[src/rtl/student_fifo8.sv]
// student_fifo8: first-word-fall-through FIFO with a valid/ready handshake
// on both sides. Storage is a bank of plain registers without reset.
// out_data is forced to zero whenever the FIFO is empty, so stale storage
// contents are never visible. The occupancy counter is one bit wider than
// the pointers, which lets it tell a full FIFO from an empty one.
module student_fifo8 #(
  parameter int WIDTH = 16,
  parameter int DEPTH = 8
) (
  input  logic                     clk,
  input  logic                     reset,
  input  logic                     flush,
  input  logic [WIDTH-1:0]         in_data,
  input  logic                     in_valid,
  output logic                     in_ready,
  output logic [WIDTH-1:0]         out_data,
  output logic                     out_valid,
  input  logic                     out_ready,
  output logic [$clog2(DEPTH):0]   count
);

  localparam int AW = $clog2(DEPTH);
  localparam int CW = AW + 1;
  localparam logic [CW-1:0] FULL_COUNT = CW'(DEPTH);

  logic [AW-1:0]    wr_ptr_reg, wr_ptr_next;
  logic [AW-1:0]    rd_ptr_reg, rd_ptr_next;
  logic [CW-1:0]    count_reg, count_next;
  logic             push, pop;
  logic [WIDTH-1:0] mem [DEPTH];

  // Handshake flags come from registered occupancy only, so neither ready
  // nor valid can combinationally depend on the other side's inputs.
  assign in_ready  = (count_reg < FULL_COUNT);
  assign out_valid = (count_reg != '0);
  assign count     = count_reg;

  // A flush on the same edge cancels any transfer the handshakes would
  // otherwise have made.
  assign push = in_valid & in_ready & ~flush;
  assign pop  = out_valid & out_ready & ~flush;

  // Head word falls through; it is zeroed while empty so that storage
  // never leaks out.
  assign out_data = out_valid ? mem[rd_ptr_reg] : '0;

  // Storage entries: each register loads only when the write pointer
  // selects it on a push.
  genvar gi;
  generate
    for (gi = 0; gi < DEPTH; gi++) begin : g_entry
      logic [WIDTH-1:0] entry_reg;

      // Capture the producer word into this entry when it is the push target
      always_ff @(posedge clk) begin
        if (push && (wr_ptr_reg == AW'(gi))) begin
          entry_reg <= in_data;
        end
      end

      assign mem[gi] = entry_reg;
    end
  endgenerate

  // Next pointer and occupancy values from flush, push and pop
  always_comb begin
    wr_ptr_next = wr_ptr_reg;
    rd_ptr_next = rd_ptr_reg;
    count_next  = count_reg;
    if (flush) begin
      wr_ptr_next = '0;
      rd_ptr_next = '0;
      count_next  = '0;
    end else begin
      // Pointers are exactly AW bits wide, so they wrap naturally.
      if (push) begin
        wr_ptr_next = wr_ptr_reg + AW'(1);
      end
      if (pop) begin
        rd_ptr_next = rd_ptr_reg + AW'(1);
      end
      case ({push, pop})
        2'b10:   count_next = count_reg + CW'(1);
        2'b01:   count_next = count_reg - CW'(1);
        default: count_next = count_reg;
      endcase
    end
  end

  // Pointer and occupancy registers; reset empties the FIFO immediately
  always_ff @(posedge clk or posedge reset) begin
    if (reset) begin
      wr_ptr_reg <= '0;
      rd_ptr_reg <= '0;
      count_reg  <= '0;
    end else begin
      wr_ptr_reg <= wr_ptr_next;
      rd_ptr_reg <= rd_ptr_next;
      count_reg  <= count_next;
    end
  end

endmodule

[config.mk]
export PLATFORM = sky130hd
export DESIGN_NAME = student_fifo8
export DESIGN_NICKNAME = d
export VERILOG_FILES = /design/src/rtl/student_fifo8.sv
export SDC_FILE = /design/constraint.sdc
export NUM_CORES = 1
export LEC_CHECK = 0
export BUFFER_PORTS_ARGS = -buffer_cell sky130_fd_sc_hd__buf_2
export CAP_MARGIN = 25
export CORE_ASPECT_RATIO = 0.5
export CORE_UTILIZATION = 54
export CTS_CLUSTER_DIAMETER = 150
export DETAILED_ROUTE_END_ITERATION = 6
export GPL_TIMING_DRIVEN = 0
export PLACE_DENSITY = 0.76
export SETUP_SLACK_MARGIN = 0.02
export SYNTH_ARGS = -nofsm -noshare
export SYNTH_HDL_FRONTEND = slang
export SYNTH_SLANG_ARGS = --single-unit
[constraint.sdc]
create_clock -name clk -period 2.7 [get_ports clk]
set_clock_uncertainty 0.15 [all_clocks]
set_input_delay 0.405 -clock clk [delete_from_list [all_inputs] [get_ports clk]]
set_output_delay 0.405 -clock clk [all_outputs]
set_load 0.005 [all_outputs]
==> out/qor.yml <==
yosys:
  avgSynthCellArea_um2: 19.44
  syn_nets: 318
  synth-seq-cells: 138
  synth_ff_type: "edfxtp_1"
  ys_warn_count: 0
  synth_seq_area_share_pct: 73.12
  ys_types: 32
  synth_edf_count: 128
  synth.top_cell.area_share_pct: 68.65
  synthTopCellsByArea: "edfxtp_1 69%, mux4_2 13%, dfrtp_1 4.5%"
  synth_area_mm2: 0.005599
  synth_top_area_cell: "edfxtp_1"
  async_flop_share_pct: 7.246
  synth_cells: 288
grt:
  grt_max_degree: 17
  grt_pass1_wl_um: 18830
  gr-total-overflow: 0
  track_usage_pct: 25.78
  grt_pass1_vias: 3102
  antenna_found_initial: 0
floorplan:
  fp.dieH_um: 74.01
  die_w_um: 146.0
  num_rows: 25
  io_pins: 43
  coreArea_mm2: 0.009759
  initial_utilization_pct: 57.37
  dieArea_mm2: 0.01081
timing:
  slew_violations: 0
  setup_ws_ps: 32.38
  worst_pin_slew_ps: 1057
  fin_crit_sh_pct: 98.80
  slew_headroom_pct: 29.53
  hold_violations: 0
  fmax_ghz: 0.3749
  period_minus_slack_ps: 2668
  finalSetupViolCount: 0
final_layout:
  antenna_cells: 0
  area_growth_syn_to_layout_pct: 23.37
  final_common_cell: "edfxtp_1"
  final_cell_mix: "128 x edfxtp_1, 42 x buf_2, 32 x mux4_2, 23 x nor2_1"
  finalCoreUtilization_pct: 70.78
  layout.nets: 389
  drive_above_1_share_pct: 37.63
  largest_reg_flops: 128
run:
  maxCapViolCount: 0
routing:
  routed_wl_um: 12590
  vias: 3067
  firstDrtPassIters: 5
  drt-initial-drc-count: 329
  wl_per_cell_um: 24.83
  drc: 0
  antenna_left: 0
  via_per_inst: 6.049
place:
  io_buffers: 41
  dpl_worst_slack_ps: -176.4
  place_congestion: 0.7872
  hpwl_um: 7058
critical_path:
  crit_chain: "buf_6 > buf_12 > mux4_2 > mux2i_2 > nor2_1 > buf_2"
  worst_setup_path_start_kind: "register"
  r2r_start: "count[3]$_DFFE_PP0P_"
  path_buf_inv: 3
  cp-end-kind: "output pin"
  cp_top_family: "multiplexers"
  setup.worst_path.start: "rd_ptr_reg[0]$_DFFE_PP0P_"
  crit_fanout: 10
  path_depth: 6
  critPathKind: "reg -> out"
  crit_slowest_cell: "mux4_2"
  cpPeakStageDelay_ps: 540
  worstPathRequired_ps: 2140
  critPathArrivalTime_ps: 2110
  rr_worst_depth: 7
clocking:
  clock-sinks: 138
  cts_buffer_depth: 2
  insertion_delay_ps: 420
  htreeDepth: 4
  root_buffer: "clkbuf_16"
  cts-buffers-inserted: 17
  cts_tree: "done"
  clk_pin_slew_ps: 60
hold_path:
  hp-class: "in -> reg"
  min_path_cells: 1
  worstHoldStart: "in_data[8]"
run_status:
  status: "finished, final reports clean"
power:
  leakagePower_nw: 2.405
  ir_drop_v: 0.0005473
  powerDensity_mw_per_mm2: 950.8
per-layer routing:
| layer | track usage [%] | routed length (µm) |
|---|---|---|
| met3 | 7.362 | 900 |
| met2 | 42.16 | 6230 |
| met4 | 6.597 | 117 |
| met1 | 35.28 | 5341 |
| met5 | 0 | 0 |
cell usage after synthesis, drive strengths merged, types with 2 or more instances:
master / n
edfxtp: 128
nor2: 27
mux4: 32
nor4: 4
mux2i: 18
nor4b: 2
dfrtp: 10
nand4: 2
nor3: 3
nor2b: 2
nand2: 8
and3: 3
xnor2: 2
inv: 7
a21oi: 4
ha: 9
buf: 7
xor2: 2
clkbuf: 8
power breakdown:
group	leakage [nW]	total [W]	switching, W	internal [W]
logic	0.803	0.00158	0.000788	0.000790
clock network	0.311	0.00250	0.000935	0.00157
registers	1.29	0.00249	0.0000729	0.00241
total	2.41	0.00657	0.00180	0.00477
kinds of logic (layout without fill, tap and decap cells):
logic type / count (synthesis) / after routing / share of synthesized area [%]
DFF: 138 / 138 / 73.12
and+or+nand+nor: 55 / 55 / 4.805
muxes: 50 / 50 / 16.09
buffers and inverters: 22 / 106 / 1.743
AOI/OAI and AO/OA: 10 / 10 / 1.609
adders and majority gates: 9 / 9 / 2.011
xor gates and xnor gates: 4 / 4 / 0.6258
layout make-up:
cell class | count | area, µm²
fill | 578 | 2851
buffer | 13 | 145.1
tap | 135 | 168.9
timing repair buffer | 54 | 371.6
clock inverter | 14 | 207.7
multi-input combinational | 128 | 1465
inverter | 7 | 26.28
clock buffer | 18 | 429.2
sequential | 138 | 4094
stage by stage:
step           std cells  TNS (ps)  area, µm²  power [W]  hold WS (ps)
4_1_cts              502         0       6853   0.006502         90.61
6_report             507         0       6908   0.006568         100.1
3_3_place_gp         464    -28490       5986   0.003799         262.6
3_5_place_dp         470     -1509       6125   0.003867         269.7
5_1_grt              507    -16.60       6908   0.006797         96.97
2_1_floorplan        288         0       5612   0.003392         95.18
timing repair:
| action | in CTS | in global routing |
|---|---|---|
| endpoints found under the hold margin | 10 | 0 |
| pin swaps | 2 | 1 |
| endpoints found under the setup margin | 18 | 13 |
| buffers inserted | 1 | 5 |
| gates resized for setup | 23 | 6 |
| hold buffers | 1 | 0 |
final timing paths:
kind | slack [ps] | end
max in group asynchronous | 1700 | count[3]$_DFFE_PP0P_
hold / removal | 100 | g_entry[5].entry_reg[8]$_DFFE_PP_
setup reg to reg | 170 | count[3]$_DFFE_PP0P_
setup / recovery | 30 | out_data[12]
hold reg to reg | 430 | wr_ptr_reg[1]$_DFFE_PP0P_
min in group asynchronous | 390 | rd_ptr_reg[2]$_DFFE_PP0P_
worst register-to-register path, cell delays in order, from the launching register on:
cell and delay [ps]:
dfrtp_1 430, buf_2 230, nor2b_1 430, nor3_2 130, ha_1 360, a31o_2 290
o21ai_0 140, nor4b_1 260
No activity file was read; power rests on OpenSTA's default activity.
